==> config.mk <==
export PLATFORM = sky130hd
export DESIGN_NAME = cordic_scheduler
export DESIGN_NICKNAME = d
export VERILOG_FILES = /design/src/rtl/cordic_scheduler.sv
export SDC_FILE = /design/constraint.sdc
export NUM_CORES = 1
export LEC_CHECK = 0
export ABC_AREA = 1
export BUFFER_PORTS_ARGS = -buffer_cell sky130_fd_sc_hd__buf_2
export CAP_MARGIN = 10
export CORE_AREA = 2 2 213 215
export DETAILED_ROUTE_END_ITERATION = 12
export DIE_AREA = 0 0 215 217
export PLACE_DENSITY = 0.61
export SLEW_MARGIN = 20
export SYNTH_ARGS = -nofsm -noshare
export SYNTH_HDL_FRONTEND = slang
export SYNTH_SLANG_ARGS = --single-unit
export TNS_END_PERCENT = 50
==> constraint.sdc <==
create_clock -name clk -period 4.3 [get_ports clk]
set_input_delay 0.43 -clock clk [delete_from_list [all_inputs] [get_ports clk]]
set_output_delay 0.43 -clock clk [all_outputs]
set_load 0.01 [all_outputs]
==> src/rtl/cordic_scheduler.sv <==
// cordic_scheduler: two-requester front end for one iterative CORDIC
// engine. Arbitrates, latches operands, times the engine, returns result.
//   clk, rst          : clock, synchronous active-high reset
//   reqN_valid/ready  : requester handshakes, reqN_x0/y0/z0 operands
//   cfg_n             : iteration count, sampled at accept, clamped
//   eng_valid, eng_*0 : start pulse and latched operands to the engine
//   eng_n             : clamped iteration count to the engine
//   eng_x/y/z         : engine results
//   rsp_valid/ready   : response handshake, rsp_id + rsp_x/y/z payload
// Build option: CORDIC_SCHED_RR_EN selects round-robin arbitration;
// without it req0 has fixed priority.
module cordic_scheduler #(
  parameter int W             = 32,
  parameter int MAX_ITER      = 16,
  parameter int ENG_LAT_EXTRA = 1
) (
  input  logic         clk,
  input  logic         rst,
  input  logic         req0_valid,
  output logic         req0_ready,
  input  logic [W-1:0] req0_x0,
  input  logic [W-1:0] req0_y0,
  input  logic [W-1:0] req0_z0,
  input  logic         req1_valid,
  output logic         req1_ready,
  input  logic [W-1:0] req1_x0,
  input  logic [W-1:0] req1_y0,
  input  logic [W-1:0] req1_z0,
  input  logic [W-1:0] cfg_n,
  output logic         eng_valid,
  output logic [W-1:0] eng_x0,
  output logic [W-1:0] eng_y0,
  output logic [W-1:0] eng_z0,
  output logic [W-1:0] eng_n,
  input  logic [W-1:0] eng_x,
  input  logic [W-1:0] eng_y,
  input  logic [W-1:0] eng_z,
  output logic         rsp_valid,
  input  logic         rsp_ready,
  output logic         rsp_id,
  output logic [W-1:0] rsp_x,
  output logic [W-1:0] rsp_y,
  output logic [W-1:0] rsp_z
);

  typedef enum logic [1:0] {
    IDLE,
    ISSUE,
    RUN,
    RESP
  } state_t;

  state_t       state;
  state_t       state_nx;
  logic         ptr;
  logic         gnt;
  logic         any_valid;
  logic         idle_ok;
  logic         accept;
  logic [W-1:0] n_clamp;
  logic [W-1:0] cnt;

  // Tie goes to the pointer; a lone request wins regardless.
  always_comb begin
    if (req0_valid && req1_valid) gnt = ptr;
    else                          gnt = req1_valid;
  end

  assign any_valid  = req0_valid | req1_valid;
  // Ready is forced low while reset is asserted.
  assign idle_ok    = (state == IDLE) && !rst && any_valid;
  assign req0_ready = idle_ok && !gnt;
  assign req1_ready = idle_ok && gnt;
  assign accept     = (req0_ready && req0_valid) ||
                      (req1_ready && req1_valid);

  always_comb begin
    if (cfg_n == '0)
      n_clamp = W'(1);
    else if (cfg_n > W'(MAX_ITER))
      n_clamp = W'(MAX_ITER);
    else
      n_clamp = cfg_n;
  end

  always_comb begin
    state_nx  = state;
    eng_valid = 1'b0;
    rsp_valid = 1'b0;
    unique case (state)
      IDLE: begin
        if (accept) state_nx = ISSUE;
      end
      ISSUE: begin
        eng_valid = 1'b1;
        state_nx  = RUN;
      end
      RUN: begin
        if (cnt == W'(1)) state_nx = RESP;
      end
      RESP: begin
        rsp_valid = 1'b1;
        if (rsp_ready) state_nx = IDLE;
      end
      default: state_nx = IDLE;
    endcase
  end

  always_ff @(posedge clk) begin
    if (rst) begin
      state  <= IDLE;
      cnt    <= '0;
      eng_x0 <= '0;
      eng_y0 <= '0;
      eng_z0 <= '0;
      eng_n  <= W'(1);
      rsp_id <= 1'b0;
      rsp_x  <= '0;
      rsp_y  <= '0;
      rsp_z  <= '0;
    end else begin
      state <= state_nx;
      if (accept) begin
        eng_x0 <= gnt ? req1_x0 : req0_x0;
        eng_y0 <= gnt ? req1_y0 : req0_y0;
        eng_z0 <= gnt ? req1_z0 : req0_z0;
        eng_n  <= n_clamp;
        rsp_id <= gnt;
      end
      if (state == ISSUE)
        cnt <= eng_n + W'(ENG_LAT_EXTRA);
      if (state == RUN) begin
        cnt <= cnt - W'(1);
        // Engine output is stable in the last counted cycle.
        if (cnt == W'(1)) begin
          rsp_x <= eng_x;
          rsp_y <= eng_y;
          rsp_z <= eng_z;
        end
      end
    end
  end

`ifdef CORDIC_SCHED_RR_EN
  // Next tie goes to whoever was not just served.
  always_ff @(posedge clk) begin
    if (rst)
      ptr <= 1'b0;
    else if (state == RESP && rsp_ready)
      ptr <= ~rsp_id;
  end
`else
  assign ptr = 1'b0;
`endif

endmodule

-- Word level (Yosys, flattened, before mapping)
Cells that the tools add are included.
- word-level logic and storage cells: 50
- output and inout port bits: 229
- bits of input ports: 325
- register bits: 259
- reductions and logical operators: 15
- equal/unequal tests: 7
- muxes and demuxes: 14
- order comparisons: 1
- $add $sub $neg: 2
- bitwise logic cells: 1
- operators with widths (cell ; count):
    32-bit 2-to-1 mux ; 7
    32-bit by 1-bit adder with 32-bit output (second input constant) ; 1
    32-bit by 1-bit equality test with 1-bit output (second input constant) ; 1
    32-bit by 5-bit greater-than comparator with 1-bit output (second input constant) ; 1
    32-bit zero test ; 1
    32-bit by 1-bit subtractor with 32-bit output (second input constant) ; 1
    2-bit case mux with 4 select lines ; 1
    1-bit logical AND ; 7
    2-bit 2-to-1 mux ; 3
    2-bit != test (second input constant) ; 3
    2-bit equality test (second input constant) ; 2
    1-bit 2-to-1 mux ; 3
    3-bit AND reduction ; 1
    2-bit by 1-bit equality test with 1-bit output (second input constant) ; 1
    1-bit zero test ; 2
    2-bit zero test ; 1
    2-bit AND reduction ; 1
    2-bit nonzero test ; 1
    1-bit logical OR ; 1
    1-bit OR ; 1

-- Depth between registers and ports, before layout
- depth after elaboration: 8
- depth in mapped cells: 12
- depth with buffers taken out: 12

-- Worst setup path before layout
OpenSTA, ideal clock, no wires.
- path type: register to register
- from: reg eng_n[0]
- to: reg cnt[20]
- data arrival time: 1.600 ns
- required time: 4.183 ns
- stages on the path, launching flop included: 11
- period minus slack after synthesis: 1.718 ns
- slack: 2.582 ns
- buffers on the path: 0
- library setup time: 0.117 ns
- cell sequence: dfxtp_1 > ha_1 > nand3_1 > nor2_1 > nand2_1 > nor2_1 > nand3_1 > nand2_1 > nor2_1 > nor2_1 > nor2_1
- longest elaborated chain between the ends: 3
- RTL lines (item ; RTL line ; text):
    start: declaration ; 34 ; output logic [W-1:0] eng_n,
    start signal: assignment ; 127 ; eng_n <= n_clamp;
    32-bit by 1-bit adder with 32-bit output ; 131 ; cnt <= eng_n + W'(ENG_LAT_EXTRA);
    32-bit 2-to-1 mux ; 130 ; if (state == ISSUE)
    32-bit 2-to-1 mux ; 132 ; if (state == RUN) begin
    end signal: assignment ; 131 ;
    end signal: assignment ; 133 ; cnt <= cnt - W'(1);
    end: declaration ; 61 ; logic [W-1:0] cnt;
No other way between the ends. The select of a mux whose other input is x is not followed.
A chain may end at the register's enable or synchronous reset.

-- Final worst setup path
- from: reg state[0]
- to: out req1_ready
- longest elaborated chain between the ends: 4
- RTL lines (item ; RTL line ; text):
    start: declaration ; 53 ; state_t state;
    start signal: assignment ; 122 ; state <= state_nx;
    2-bit zero test ; 71 ; assign idle_ok = (state == IDLE) && !rst && any_valid;
    1-bit logical AND (2 in a row) ; 71 ;
    1-bit logical AND ; 73 ; assign req1_ready = idle_ok && gnt;
    end: declaration ; 25 ; output logic req1_ready,
No other way between the ends.

==> flow_summary.json <==
{
  "status": "completed",
  "die_h_um": 217,
  "irDropWorstVdd_uv": 333.8,
  "cts_buffer_depth": 3,
  "worstHoldPathType": "input port to register",
  "finalMaxSlewViolations": 0,
  "syn-instance-count": 1730,
  "syn-num-nets": 2063,
  "nNetsFinal": 2568,
  "synth-seq-area-share_pct": 44.25,
  "hold_violations": 0,
  "dp_hpwl_um": 38360,
  "ys.flop_type": "dfxtp_1",
  "insertion_delay_ns": 0.58,
  "grt_pass1_wl_um": 74380,
  "path_max_fanout": 28,
  "fin_crit_sh_pct": 75.26,
  "start_util_pct": 26.22,
  "drv_cap": 0,
  "synth_top_cell_area_share_pct": 44.25,
  "viasPerCell": 4.735,
  "cts_setup_buffers": 0,
  "synth_cell_type_count": 37,
  "wl_um": 50130,
  "rsz0062_at_grt": "no",
  "critical_path_class": "register to output port",
  "dp.cells": 2803,
  "p_leak_nw": 7.160,
  "antenna_found_initial": 23,
  "tightest_slew_ns": 0.9066,
  "instances_no_fill": 2869,
  "cts-hold-fix-buffers": 0,
  "synth_seq_cells": 259,
  "grt_overflow": 0,
  "setup_viol": 0,
  "drtIter0Drc": 971,
  "ys_async_sr_fraction_pct": 0,
  "syn_to_final_growth_pct": 35.87,
  "synth_area_per_cell_um2": 6.774,
  "drive_gt1_share_pct": 28.17,
  "fin_setup_tns_ns": 0,
  "crit_arrival_ns": 2.81,
  "mostFrequentLayoutCell": "buf_2",
  "crit_path_end_kind": "output port",
  "grt_max_degree": 97,
  "start_kind": "register",
  "cp.required_ns": 3.87,
  "cts_resized": 0,
  "holdWs_ns": 0.09048,
  "cts_buffers": 30,
  "synth_edf_count": 0,
  "min_period_ns": 3.236,
  "cts-htree-levels": 1,
  "drc": 0,
  "relSlewSlack_pct": 39.56,
  "cts_tree": "built",
  "grt_usage_pct": 20.26,
  "fmax_ghz": 0.3090,
  "die-area_um2": 46660,
  "place.port_buffers": 553,
  "fin_skew_ns": 0.01500,
  "grt_pass1_vias": 12679,
  "final_cell_mix": "buf_2 (552), nand2_1 (514), nor2_1 (325)",
  "wire_per_inst_um": 17.47,
  "first_pass_iters": 5,
  "die_x_um": 215,
  "gp_congestion": 0.9237,
  "ys_warn_count": 0,
  "row_count": 78,
  "synth_area_leader_cell": "dfxtp_1",
  "p_per_area_nw_per_um2": 492.3,
  "synth_area_leaders": "dfxtp_1 (44%), nand2_1 (16%), nor2_1 (10%), a31oi_1 (5.3%), o21ai_0 (4.4%)",
  "ant_nets": 0,
  "clk_pin_slew_worst_paths_ns": 0.06,
  "coreArea_um2": 44700,
  "num_io_pins": 554,
  "cts-root-buf": "clkbuf_16",
  "netlist_area_um2": 11720,
  "num_vias": 13586,
  "cts.sinks": 259
}
[through the flow]
step,power (mW),setup slack [ns],area (um^2),utilization (%)
final,7.839,1.064,15920,35.62
after global placement,5.271,1.563,14920,33.38
after CTS,7.885,1.026,15900,35.56
after global routing,8.299,0.8592,15920,35.61
after floorplan,4.453,2.582,11720,-
after detailed placement,5.304,1.500,14920,33.38
[per-layer routing]
metal | wire length [um] | GRT usage [%] | vias to the layer above
met4 | 1548 | 7.586 | 6
met5 | 38 | 0 | -
li1 | - | - | 6626
met3 | 3480 | 3.843 | 91
met1 | 20980 | 25.77 | 6292
met2 | 24090 | 34.10 | 571
[final timing paths]
| path | from | end | slack, ns | depth (start not counted) |
|---|---|---|---|---|
| hold reg to reg | rsp_y[29] | rsp_y[29] | 0.48 | 2 |
| setup / recovery | state[0] | req1_ready | 1.06 | 7 |
| setup reg to reg | state[0] | eng_y0[23] | 1.47 | 9 |
| hold / removal | eng_z[30] | rsp_z[30] | 0.09 | 3 |
[synthesized netlist by cell type, types with 10 or more instances]
| master | instances |
|---|---|
| nand2_1 | 514 |
| nor2_1 | 325 |
| dfxtp_1 | 259 |
| o21ai_0 | 104 |
| a31oi_1 | 100 |
| inv_1 | 91 |
| nand3_1 | 78 |
| clkbuf_1 | 53 |
| a21oi_1 | 44 |
| nor3_1 | 25 |
| o21ai_1 | 25 |
| buf_2 | 20 |
| nand4_1 | 14 |
| xor2_1 | 10 |
[logic make-up (layout without fill, tap and decap cells)]
group | Yosys count | count (layout) | share of synthesized area (%)
buf+inv | 190 | 718 | 7.079
xor+xnor | 12 | 12 | 0.8969
simple gates | 975 | 975 | 33.29
compound gates | 286 | 286 | 13.63
flops | 259 | 259 | 44.25
other cells | 0 | 11 | 0
fa+ha+maj | 8 | 8 | 0.8542
[worst max-delay path: stages, from the launching register on]
cell,delay [ns]
dfxtp_1,0.34
inv_1,0.11
ha_1,0.24
o21ai_4,0.14
nor2_4,0.61
nand2_1,0.21
clkinv_2,0.35
buf_2,0.22
[sequential cells by signal, indices dropped and copies added, names as in the netlist, 2 cells and up]
register	cells
cnt	32
eng_n	32
eng_x0	32
eng_y0	32
eng_z0	32
rsp_x	32
rsp_y	32
rsp_z	32
state	2
[report_power, final]
group / switching, mW / internal, mW / leakage, nW
logic: 1.61 / 0.814 / 4.58
registers: 0.215 / 2.65 / 2.10
clock network: 1.07 / 1.48 / 0.478
total: 2.89 / 4.95 / 7.16
[final cells by class]
type                    instances  area (um^2)
diodes                         11        27.53
clock buffers                  46        890.9
clock inverters                 9        86.33
fillers                      4919        28780
inverters                      96        365.4
multi-input cells            1281         5704
flip-flops and latches        259         5185
well taps                     600        750.7
repair buffers                567         2913
Power figures use the tool's default switching activity.
